<file path="src/rtl/mux2_arb_if.sv">
// Bundle of request, data, grant and output signals for the two-requester arbitrated mux.
// The master side drives the requests and data; the slave side is the arbiter itself.
interface mux2_arb_if #(
  parameter int DATA_W = 1
);
  logic              req_1;
  logic              req_2;
  logic [DATA_W-1:0] in_1;
  logic [DATA_W-1:0] in_2;
  logic              gnt_1;
  logic              gnt_2;
  logic              sel;
  logic [DATA_W-1:0] out;
  logic              out_vld;

  modport master (
    output req_1, req_2, in_1, in_2,
    input  gnt_1, gnt_2, sel, out, out_vld
  );

  modport slave (
    input  req_1, req_2, in_1, in_2,
    output gnt_1, gnt_2, sel, out, out_vld
  );
endinterface

</file>
<file path="src/rtl/mux2_arb.sv">
// Two-requester arbitrated mux with a fair tie-break and bounded hold under contention.
// Grants, select and data are all registered; data trails the grant by one cycle.
module mux2_arb #(
  parameter int DATA_W   = 1,
  parameter int MAX_HOLD = 8
) (
  input logic       sys_clk,
  input logic       sys_rst_n,
  mux2_arb_if.slave bus
);
  typedef enum logic [1:0] {
    IDLE = 2'd0,
    OWN1 = 2'd1,
    OWN2 = 2'd2
  } state_t;

  localparam logic [7:0] HOLD_LIM = 8'(MAX_HOLD - 1);

  state_t            state_r;
  state_t            state_nxt;
  logic [7:0]        hold_cnt_r;
  logic [7:0]        hold_nxt;
  logic [1:0]        last_srv_r;
  logic              both_s;
  logic              gnt_1_r;
  logic              gnt_2_r;
  logic              sel_r;
  logic [DATA_W-1:0] out_r;
  logic              out_vld_r;

  // Next-state arbitration and hold-counter update.
  always_comb begin
    both_s    = bus.req_1 & bus.req_2;
    state_nxt = state_r;
    case (state_r)
      IDLE: begin
        if (both_s) begin
          state_nxt = (last_srv_r == 2'd1) ? OWN2 : OWN1;
        end else if (bus.req_1) begin
          state_nxt = OWN1;
        end else if (bus.req_2) begin
          state_nxt = OWN2;
        end else begin
          state_nxt = IDLE;
        end
      end
      OWN1: begin
        if (bus.req_1) begin
          state_nxt = (bus.req_2 && (hold_cnt_r == HOLD_LIM)) ? OWN2 : OWN1;
        end else if (bus.req_2) begin
          state_nxt = OWN2;
        end else begin
          state_nxt = IDLE;
        end
      end
      OWN2: begin
        if (bus.req_2) begin
          state_nxt = (bus.req_1 && (hold_cnt_r == HOLD_LIM)) ? OWN1 : OWN2;
        end else if (bus.req_1) begin
          state_nxt = OWN1;
        end else begin
          state_nxt = IDLE;
        end
      end
      default: begin
        state_nxt = IDLE;
      end
    endcase
    // Counts only while the owner keeps the mux and the other side is waiting.
    if ((state_nxt == state_r) && (state_r != IDLE) && both_s) begin
      hold_nxt = hold_cnt_r + 8'd1;
    end else begin
      hold_nxt = 8'd0;
    end
  end

  // FSM state, fairness flag and all registered outputs.
  always_ff @(posedge sys_clk or negedge sys_rst_n) begin
    if (!sys_rst_n) begin
      state_r    <= IDLE;
      hold_cnt_r <= 8'd0;
      last_srv_r <= 2'd2;
      gnt_1_r    <= 1'b0;
      gnt_2_r    <= 1'b0;
      sel_r      <= 1'b0;
      out_r      <= '0;
      out_vld_r  <= 1'b0;
    end else begin
      state_r    <= state_nxt;
      hold_cnt_r <= hold_nxt;
      gnt_1_r    <= (state_nxt == OWN1);
      gnt_2_r    <= (state_nxt == OWN2);
      if (state_nxt != state_r) begin
        case (state_nxt)
          OWN1:    last_srv_r <= 2'd1;
          OWN2:    last_srv_r <= 2'd2;
          default: last_srv_r <= last_srv_r;
        endcase
      end
      case (state_nxt)
        OWN1:    sel_r <= 1'b0;
        OWN2:    sel_r <= 1'b1;
        default: sel_r <= sel_r;
      endcase
      // Data uses the grant/select already visible, hence the one-cycle trail.
      if (gnt_1_r || gnt_2_r) begin
        out_r     <= sel_r ? bus.in_2 : bus.in_1;
        out_vld_r <= 1'b1;
      end else begin
        out_vld_r <= 1'b0;
      end
    end
  end

  assign bus.gnt_1   = gnt_1_r;
  assign bus.gnt_2   = gnt_2_r;
  assign bus.sel     = sel_r;
  assign bus.out     = out_r;
  assign bus.out_vld = out_vld_r;
endmodule

</file>
<file path="src/flat_wrapper.sv">
// flat-port wrapper written by rule: the top's interface ports become plain ports
module mux2_arb_flat 
#(
  parameter int DATA_W   = 1,
  parameter int MAX_HOLD = 8
)
  (sys_clk, sys_rst_n, bus_req_1, bus_req_2, bus_in_1, bus_in_2, bus_gnt_1, bus_gnt_2, bus_sel, bus_out, bus_out_vld);
  mux2_arb_if #(.DATA_W(DATA_W)) bus_i ();
  input logic sys_clk;
  input logic sys_rst_n;
  input wire logic [$bits(bus_i.req_1)-1:0] bus_req_1;
  input wire logic [$bits(bus_i.req_2)-1:0] bus_req_2;
  input wire logic [$bits(bus_i.in_1)-1:0] bus_in_1;
  input wire logic [$bits(bus_i.in_2)-1:0] bus_in_2;
  output wire logic [$bits(bus_i.gnt_1)-1:0] bus_gnt_1;
  output wire logic [$bits(bus_i.gnt_2)-1:0] bus_gnt_2;
  output wire logic [$bits(bus_i.sel)-1:0] bus_sel;
  output wire logic [$bits(bus_i.out)-1:0] bus_out;
  output wire logic [$bits(bus_i.out_vld)-1:0] bus_out_vld;
  assign bus_i.req_1 = bus_req_1;
  assign bus_i.req_2 = bus_req_2;
  assign bus_i.in_1 = bus_in_1;
  assign bus_i.in_2 = bus_in_2;
  assign bus_gnt_1 = bus_i.gnt_1;
  assign bus_gnt_2 = bus_i.gnt_2;
  assign bus_sel = bus_i.sel;
  assign bus_out = bus_i.out;
  assign bus_out_vld = bus_i.out_vld;
  mux2_arb #(.DATA_W(DATA_W), .MAX_HOLD(MAX_HOLD)) u_core (.sys_clk(sys_clk), .sys_rst_n(sys_rst_n), .bus(bus_i));
endmodule
</file>
<file path="config.mk">
export PLATFORM = sky130hd
export DESIGN_NAME = mux2_arb_flat
export DESIGN_NICKNAME = d
export VERILOG_FILES = /design/src/rtl/mux2_arb_if.sv /design/src/rtl/mux2_arb.sv /design/src/flat_wrapper.sv
export SDC_FILE = /design/constraint.sdc
export NUM_CORES = 1
export LEC_CHECK = 0
export BUFFER_PORTS_ARGS = -buffer_cell sky130_fd_sc_hd__buf_2
export CAP_MARGIN = 25
export CORE_MARGIN = 2
export CORE_UTILIZATION = 54
export CTS_CLUSTER_DIAMETER = 100
export DETAILED_ROUTE_END_ITERATION = 8
export PLACE_DENSITY = 0.87
export SLEW_MARGIN = 20
export SYNTH_ARGS = -nofsm -noshare
export SYNTH_HDL_FRONTEND = slang
export SYNTH_SLANG_ARGS = --single-unit
</file>
<file path="constraint.sdc">
create_clock -name sys_clk -period 3.1 [get_ports sys_clk]
set_input_delay 0.155 -clock sys_clk [delete_from_list [all_inputs] [get_ports sys_clk]]
set_output_delay 0.155 -clock sys_clk [all_outputs]
set_load 0.02 [all_outputs]
</file>
==> metrics.cfg, run 1 <==
[power_and_ir_drop]
clockPowerShare = 0.194
power_frac_comb = 0.305
vdd_drop_max_uv = 326
switchingPower_uw = 205
power_density_nw_per_um2 = 647
swShare = 0.340
seqPwrFrac = 0.500
leakagePower_uw = 0.000442
p_int_uw = 398

[worst_setup_path]
worst-setup-path-type = flip-flop to flip-flop
crit_chain = or4_4 > or3_1 > a21oi_2 > o22ai_1 > ha_1 > a31oi_1 > a22oi_1 > mux2_2
worst_path_max_delay_cell = or4_4
endpoint_kind = flip-flop
crit_path_start_kind = flip-flop
cpPeakStageDelay_ns = 0.57
path_buf_inv = 0
required_ns = 3.32
arrival_ns = 3.01
crit_fanout = 5
cp_top_family = simple AND/OR/NAND/NOR gates
r2r_slack_ns = 0.31

[logic_synthesis]
synth_top_area_cell = dfrtp_1
synth_top_flop_cell = dfrtp_1
yosysSeqAreaShare = 0.512
synth_top_cells_by_area = dfrtp_1, xor2_1, ha_1
syn_nets = 87
async_reset_ff_frac = 1.00
yosysWarnings = 0
netlist.area_leader.share = 0.480
yosysUniqueCellTypes = 29
synth-seq-cells = 17
synthCells = 78
synth_edf_count = 0
synthesis.area_um2 = 833
synth_area_per_cell_um2 = 10.7

[cells_and_area]
drive_gt1_frac = 0.231
multi_input_area_um2 = 380
fill_cells = 121
area_growth_pct = 11.9
nNetsFinal = 101
regArea_um2 = 427
n_antenna_cell = 0

[floorplanning]
initial_core_util = 0.566
num_rows = 14
die_area_um2 = 1870
coreArea_um2 = 1470
die_h_um = 43.3
die_w_um = 43.3
io_pins = 11

[grt]
globalRouteMet1Util = 0.253
grt.total_usage = 0.181
met2_usage = 0.278
overflow = 0
grt_pass1_wl_um = 2540
top_usage_layer = met2
grt_max_degree = 18
grt_pass1_vias = 599
use_met3 = 0.0383
antenna_found_initial = 0

[timing]
grt_setup_unrepaired = false
hold_viol = 0
worst_slew_pin_slew_ns = 0.374
finClkSkew_ns = 0.00615
drv_slew = 0
finalSetupViolations = 0
relSlewSlack = 0.751
period_minus_slack_ns = 2.79
fin_crit_sh = 0.900
fin_hold_ws_ns = 0.170
setup_tns_ns = 0
fmax_mhz = 358

[detailed_routing]
routed_via_density = 5.47
ant_nets = 0
drc = 0
wire_per_inst_um = 13.5
drt_iter0_markers = 11
drt-total-wl_um = 1450
dr.pass1.iters = 4
vias = 585

[outcome]
status = completed

[cts]
htreeDepth = 1
cts.reportedPaths.clkPinSlew_ns = 0.10
cts_tree = done
clock-sinks = 17
clockBufferDepth = 2
cts_root_buffer = clkbuf_4
clk_latency_ns = 0.28
cts_made_buffers = 3
cts_resized = 0

[min_path]
min_path_type = input pin to flip-flop

[placed_design]
hpwl_um = 1060
port_buffers = 10
gp_congestion = 0.885

[run]
cap_violations = 0

[registers in the layout, summed over array words and instances, names as in the netlist]
| signal | count |
|---|---|
| u_core.bus.gnt_2 | 1 |
| u_core.bus.sel | 1 |
| u_core.hold_cnt_r | 8 |
| u_core.bus.gnt_1 | 1 |
| u_core.last_srv_r | 2 |
| u_core.state_r | 2 |
| u_core.bus.out | 1 |
| u_core.bus.out_vld | 1 |
[final timing paths]
kind / start / end / cells past startpoint
max: u_core.hold_cnt_r[3] / u_core.last_srv_r[1] / 8
min: bus_in_1 / u_core.bus.out / 3
max reg2reg: u_core.hold_cnt_r[3] / u_core.last_srv_r[1] / 8
min reg2reg: u_core.hold_cnt_r[0] / u_core.hold_cnt_r[0] / 1
max in group asynchronous: sys_rst_n / u_core.last_srv_r[1] / 2
min in group asynchronous: sys_rst_n / u_core.bus.out / 2
[synthesized netlist by cell type, drive strengths merged, types with 2 or more instances]
| cell | n |
|---|---|
| nor2 | 10 |
| nand3 | 5 |
| a21oi | 3 |
| dfrtp | 16 |
| clkbuf | 2 |
| ha | 3 |
| mux2i | 3 |
| mux2 | 2 |
| nor2b | 2 |
| a31oi | 2 |
| xor2 | 5 |
| o21ai | 2 |
| and3 | 2 |
| xnor2 | 2 |
| inv | 5 |
| nand2 | 3 |
[tightest hold or removal path, delay by kind of cell]
kind	cells	cell delay (ns)
compound gates	1	0.14
buf+inv	1	0.08
mux	1	0.05
[layer usage]
layer | share of wire | wire, um
met1 | 0.49 | 714
met2 | 0.45 | 656
met3 | 0.036 | 52
met4 | 0.017 | 25
met5 | 0 | 0
[power groups by stage]
stage | Clock, uW | Combinational (uW) | Sequential, uW
CTS | 120 | 185 | 301
detailed placement | 0 | 183 | 306
global route | 131 | 206 | 308
global placement | 0 | 176 | 304
finish | 117 | 184 | 302
floorplan | 0 | 115 | 320
[area by class of cell]
class	count	share of cell area
timing repair buffer	11	0.0644
inverter	5	0.0201
tap	16	0.0215
sequential	17	0.458
multi-input combinational	54	0.408
clock buffer	4	0.0282
[cell families (layout without fill, tap and decap cells)]
group	after synthesis	after routing	share of synthesized area
AOI/OAI and AO/OA	12	12	0.0961
and+or+nand+nor	27	27	0.179
muxes	5	5	0.0631
xor gates and xnor gates	7	7	0.0736
DFF	17	17	0.512
adders and majority gates	3	3	0.0450
buffers and inverters	7	20	0.0315
[metrics by stage]
stage                     utilization  std cells  cell area, um2  power (uW)  worst slack [ns]
after floorplan                     -         78             833         435             0.500
after global placement          0.609        102             896         480             0.445
after detailed placement        0.609        102             896         489             0.342
after CTS                       0.634        107             932         607             0.335
after global routing            0.634        107             932         645             0.152
final                           0.634        107             932         603             0.310
[placed cells by master (no fill, tap or decap), types with 2 or more instances in the layout]
master     n
mux2_2     2
nor2_1    10
clkbuf_4   3
ha_1       3
nand2_1    3
o21ai_0    2
xnor2_1    2
a31oi_1    2
nor2b_1    2
mux2i_1    3
buf_2     10
xor2_1     5
a21oi_1    2
inv_1      5
dfrtp_1   16
nand3_1    5
[timing repair]
item,CTS,global route
setup buffers,0,0
hold endpoints to repair,16,0
hold buffers,1,0
Note: power is estimated with default switching activity, not from simulation.
==> inputs of run 2 (changes only) <==
--- a/config.mk
+++ b/config.mk
@@ -5,12 +5,12 @@
 export SDC_FILE = /design/constraint.sdc
 export NUM_CORES = 1
 export LEC_CHECK = 0
-export BUFFER_PORTS_ARGS = -buffer_cell sky130_fd_sc_hd__buf_2
 export CAP_MARGIN = 25
 export CORE_MARGIN = 2
-export CORE_UTILIZATION = 54
+export CORE_UTILIZATION = 59
 export CTS_CLUSTER_DIAMETER = 100
 export DETAILED_ROUTE_END_ITERATION = 8
+export DONT_BUFFER_PORTS = 1
 export PLACE_DENSITY = 0.87
 export SLEW_MARGIN = 20
 export SYNTH_ARGS = -nofsm -noshare
==> run 2 against run 1 <==
Final area is 5.1% lower. Clock skew up 0.0019 ns. Sequential share of layout area rose by 2.5 points. Clock power is essentially flat. Hold slack got worse by 0.12 ns. Power is 3.8% lower. Critical endpoint unchanged. Largest cell class unchanged. Highest routed layer unchanged.
==> metrics.cfg, run 2 (synthesized netlist as in run 1, its figures left out) <==
[timing]
finClkSkew_ns = 0.00802  ; +0.00187 ns
drv_slew = 0  ; unchanged
period_minus_slack_ns = 2.78  ; -0.00887 ns
fin_crit_sh = 0.897  ; -0.00286
grt_setup_unrepaired = false
setup_slack_ns = 0.319  ; +0.00887 ns
setup_tns_ns = 0  ; unchanged
worst_slew_pin_slew_ns = 0.752  ; +0.378 ns
finalSetupViolations = 0  ; unchanged
hold_viol = 0  ; unchanged
fmax_mhz = 360  ; +0.32%
relSlewSlack = 0.497  ; -0.254

[floorplanning]
coreArea_um2 = 1320  ; -10%
die_h_um = 41.6  ; -3.9%
die_w_um = 41.6  ; -3.9%
io_pins = 11  ; unchanged
num_rows = 13  ; -1
initial_core_util = 0.632  ; +0.0662
die_area_um2 = 1730  ; -7.7%

[placed_design]
gp_congestion = 0.847  ; -4.2%
place_ws_ns = 0.348  ; +0.00555 ns
port_buffers = 0  ; -10
hpwl_um = 1040  ; -2.3%

[cells_and_area]
layout_commonest_cell = dfrtp_1
nNetsFinal = 91  ; -9.9%
fin_util = 0.671  ; +0.0379
largest_reg_flops = 8  ; unchanged
area_growth_pct = 6.16
largest_register = u_core.hold_cnt_r
top_regs = u_core.hold_cnt_r x8, u_core.last_srv_r x2, u_core.state_r x2
layout_common_cells = dfrtp_1, nor2_1, inv_1, xor2_1, nand3_1
n_antenna_cell = 0  ; unchanged
drive_gt1_frac = 0.148  ; -0.0826

[cts]
cts_made_buffers = 3  ; unchanged
clock-sinks = 17  ; unchanged
clk_latency_ns = 0.29  ; about the same
cts_root_buffer = clkbuf_4
cts.reportedPaths.clkPinSlew_ns = 0.10  ; about the same
cts_resized = 0  ; unchanged
clockBufferDepth = 2  ; unchanged
htreeDepth = 1  ; unchanged
post-cts-setup-buffer-count = 0  ; unchanged
cts_tree = done

[detailed_routing]
ant_nets = 0  ; unchanged
routed_via_density = 6.04  ; +11%
drc = 0  ; unchanged
dr.pass1.iters = 4  ; unchanged
vias = 580  ; -0.85%
drt-total-wl_um = 1360  ; -5.9%
drt_iter0_markers = 18  ; +7
wire_per_inst_um = 14.2  ; +4.9%

[grt]
grt.total_usage = 0.182  ; +0.00163
antenna_found_initial = 0  ; unchanged
grt_pass1_vias = 544  ; -9.2%
grt_max_degree = 18  ; unchanged
overflow = 0  ; unchanged
grt_pass1_wl_um = 2370  ; -6.5%

[power_and_ir_drop]
seqPwrFrac = 0.577  ; +0.077
p_int_uw = 380  ; -4.6%
clockPowerShare = 0.206  ; +0.012
leakagePower_uw = 0.000399  ; -9.8%
swShare = 0.345  ; +0.00552
power_density_nw_per_um2 = 656  ; +1.3%
switchingPower_uw = 200  ; -2.3%
vdd_drop_max_uv = 436  ; +34%
power_frac_comb = 0.217  ; -0.088
power.total_uw = 580  ; -3.8%

[worst_setup_path]
cp_top_family = simple AND/OR/NAND/NOR gates
arrival_ns = 3.01  ; about the same
worst-setup-path-type = flip-flop to flip-flop
crit_path_start = u_core.hold_cnt_r[3]
r2r_slack_ns = 0.32  ; about the same
endpoint_kind = flip-flop
worst_path_max_delay_cell = or4_4
required_ns = 3.33  ; about the same
r2r_start = u_core.hold_cnt_r[3]
crit_fanout = 5  ; unchanged
cpPeakStageDelay_ns = 0.58  ; about the same
crit_path_start_kind = flip-flop
r2r-end = u_core.last_srv_r[1]
endpoint = u_core.last_srv_r[1]
crit_chain = or4_4 > or3_1 > a21oi_2 > o22ai_1 > ha_1 > a31oi_1 > a22oi_1 > mux2_2
reg2reg_depth = 8  ; unchanged
cp.depth = 8  ; unchanged
path_buf_inv = 0  ; unchanged

[min_path]
min_from = bus_req_1
min_path_type = input pin to flip-flop
holdPathStages = 2  ; -1

[run]
cap_violations = 0  ; unchanged

[outcome]
status = completed

[run 2: worst register-to-register path, cell delays in order, from the launching register on]
cell and delay, ns:
dfrtp_1 0.44, or4_4 0.58, or3_1 0.36, a21oi_2 0.17
o22ai_1 0.13, ha_1 0.35, a31oi_1 0.05, a22oi_1 0.28
mux2_2 0.37
[run 2: layout make-up]
cell class / count / area [um2]
Clock buffer: 3 / 22.5
Clock inverter: 1 / 7.51
Fill cell: 94 / 433
Inverter: 5 / 18.8
Multi-Input combinational cell: 54 / 380
Sequential cell: 17 / 427
Tap cell: 15 / 18.8
Timing Repair Buffer: 1 / 10.0
[run 2: timing repair]
action	CTS	global route
endpoints found under the setup margin	0	0
hold endpoints to repair	17	0
hold buffers	1	0
[run 2: how the worst min path moves through the flow]
stage,end
2_1_floorplan,u_core.bus.gnt_1
3_3_place_gp,u_core.bus.out_vld
3_5_place_dp,u_core.bus.gnt_2
4_1_cts,u_core.state_r[0]
5_1_grt,u_core.state_r[0]
6_report,u_core.state_r[0]
[run 2: per-layer routing]
metal,vias up,track usage,routed length (um)
li1,274,-,-
met3,5,0.0522,90
met5,-,0,0
met4,0,0.110,36
met2,22,0.253,606
met1,279,0.251,630
[run 2: metrics by stage]
step                      instance area (um2)  hold slack [ns]  instances
after floorplan                           833           -0.141         78
after global placement                    845           -0.140         91
after detailed placement                  845           -0.140         91
after CTS                                 885           0.0510         96
after global routing                      885           0.0723         96
final                                     885           0.0543         96
[run 2: power by group through the flow]
stage	Clock (uW)	Combinational (uW)	Sequential, uW
finish	119	126	335
global route	130	146	340
CTS	122	126	335
detailed placement	0	121	340
global placement	0	114	337
floorplan	0	115	320
==> inputs of run 3 (changes only) <==
==> constraint.sdc (replaced) <==
create_clock -name sys_clk -period 3.1 [get_ports sys_clk]
set_input_delay 0.62 -clock sys_clk [delete_from_list [all_inputs] [get_ports sys_clk]]
set_output_delay 0.62 -clock sys_clk [all_outputs]
set_load 0.02 [all_outputs]
==> run 3 against run 2 <==
Cell count unchanged. Sequential power hardly changed. Critical path depth did not move. Combinational power is essentially flat. Routed wire length rose by 1.1%. Sequential share of layout area unchanged. Via count unchanged. Die area unchanged. Core utilization is the same. First-iteration DRC count is 5.6% higher. Hold slack improved by 0.099 ns. Register-to-register slack about the same. Highest routed layer unchanged. Largest power group unchanged.
==> metrics.cfg, run 3 (synthesized netlist as in run 1, its figures left out) <==
[outcome]
status = completed

[run]
cap_violations = 0  ; unchanged

[timing]
setup_tns_ns = 0  ; unchanged
period_minus_slack_ns = 2.78  ; -0.000772 ns
fin_crit_sh = 0.897  ; about the same
fmax_mhz = 360  ; about the same
worst_slew_pin_slew_ns = 0.708  ; -0.0439 ns
grt_setup_unrepaired = false
hold_viol = 0  ; unchanged
drv_slew = 0  ; unchanged
finClkSkew_ns = 0.00616  ; -0.00186 ns
finalSetupViolations = 0  ; unchanged
relSlewSlack = 0.527  ; +0.0294

[cells_and_area]
final_cells = 96  ; unchanged
largest_reg_flops = 8  ; unchanged
area_growth_pct = 6.16  ; unchanged
layout_commonest_cell = dfrtp_1
top_regs = u_core.hold_cnt_r x8, u_core.last_srv_r x2, u_core.state_r x2
regArea_um2 = 427  ; unchanged
multi_input_area_um2 = 380  ; unchanged
fill_cells = 94  ; unchanged
drive_gt1_frac = 0.148  ; unchanged
n_antenna_cell = 0  ; unchanged
final_area_um2 = 885  ; unchanged
largest_register = u_core.hold_cnt_r
nNetsFinal = 91  ; unchanged
layout_common_cells = dfrtp_1, nor2_1, inv_1, xor2_1, nand3_1

[min_path]
min_path_type = input pin to async pin

[cts]
ctsHoldBuffers = 0  ; -1
cts_root_buffer = clkbuf_4
clock-sinks = 17  ; unchanged
clockBufferDepth = 2  ; unchanged
cts_tree = done
cts_made_buffers = 3  ; unchanged
post-cts-setup-buffer-count = 0  ; unchanged
cts.reportedPaths.clkPinSlew_ns = 0.10  ; about the same
htreeDepth = 1  ; unchanged
cts_resized = 0  ; unchanged
clk_latency_ns = 0.29  ; about the same

[worst_setup_path]
required_ns = 3.33  ; about the same
endpoint_kind = flip-flop
arrival_ns = 3.01  ; about the same
crit_fanout = 5  ; unchanged
worst-setup-path-type = flip-flop to flip-flop
crit_path_start_kind = flip-flop

[placed_design]
dpl_cell_area_um2 = 845  ; unchanged
port_buffers = 0  ; unchanged
hpwl_um = 1040  ; unchanged
gp_congestion = 0.847  ; unchanged
placed_cells = 91  ; unchanged

[grt]
overflow = 0  ; unchanged
grt.total_usage = 0.182  ; unchanged
grt_pass1_wl_um = 2370  ; unchanged
grt_max_degree = 18  ; unchanged
antenna_found_initial = 0  ; unchanged
grt_pass1_vias = 543  ; -0.18%

[detailed_routing]
drt-total-wl_um = 1380  ; +1.1%
dr.pass1.iters = 4  ; unchanged
ant_nets = 0  ; unchanged
routed_via_density = 6.04  ; unchanged
wire_per_inst_um = 14.4  ; +1.1%
drc = 0  ; unchanged
drt_iter0_markers = 19  ; +1
vias = 580  ; unchanged

[floorplanning]
initial_core_util = 0.632  ; unchanged
die_w_um = 41.6  ; unchanged
num_rows = 13  ; unchanged
io_pins = 11  ; unchanged
die_h_um = 41.6  ; unchanged
die_area_um2 = 1730  ; unchanged
coreArea_um2 = 1320  ; unchanged

[power_and_ir_drop]
vdd_drop_max_uv = 436  ; about the same
power_density_nw_per_um2 = 655  ; -0.13%
leakagePower_uw = 0.000399  ; unchanged

## run 3: cell counts in the layout (fill, tap and decap cells not counted)
No cell type changed its count.
## run 3: worst max-delay path, stage by stage (launching register included)
cell and delay [ns]:
dfrtp_1 0.43, or4_4 0.58, or3_1 0.36, a21oi_2 0.18, o22ai_1 0.13, ha_1 0.34
a31oi_1 0.06, a22oi_1 0.29, mux2_2 0.37
## run 3: path summary, 6_finish.rpt
| check | slack (ns) | end | startpoint | depth (start not counted) |
|---|---|---|---|---|
| max | 0.32 | u_core.last_srv_r[1] | u_core.hold_cnt_r[3] | 8 |
| min | 0.15 | u_core.last_srv_r[1] | sys_rst_n | 0 |
| max reg2reg | 0.32 | u_core.last_srv_r[1] | u_core.hold_cnt_r[3] | 8 |
| min reg2reg | 0.46 | u_core.hold_cnt_r[0] | u_core.hold_cnt_r[0] | 1 |
| max in group asynchronous | 1.84 | u_core.hold_cnt_r[6] | sys_rst_n | 1 |
| min in group sys_clk | 0.46 | u_core.hold_cnt_r[0] | u_core.hold_cnt_r[0] | 1 |
## run 3: report_power, final
group | internal, uW | total, uW | switching [uW]
Combinational | 62.1 | 126 | 63.4
Sequential | 269 | 335 | 66.2
Clock | 49.1 | 119 | 69.9
## run 3: final cells by class
class / instances / share of cell area
timing repair buffer: 1 / 0.0113
tap: 15 / 0.0212
clock buffer: 3 / 0.0255
multi-input combinational: 54 / 0.430
inverter: 5 / 0.0212
sequential: 17 / 0.482
clock inverter: 1 / 0.00849
## run 3: per-stage QoR
step	util	hold WS [ns]	power, uW	worst slack [ns]
final	0.671	0.153	579	0.319
after global routing	0.671	0.137	616	0.187
after detailed placement	0.641	0.325	460	0.348
after global placement	0.641	0.325	451	0.426
after CTS	0.664	0.000886	578	0.345
after floorplan	-	0.324	435	0.500
## run 3: routing by layer
layer | wire length (um) | global-route usage | share of wire
met5 | 0 | 0 | 0
met4 | 36 | 0.110 | 0.026
met3 | 112 | 0.0565 | 0.081
met1 | 636 | 0.248 | 0.46
met2 | 593 | 0.253 | 0.43
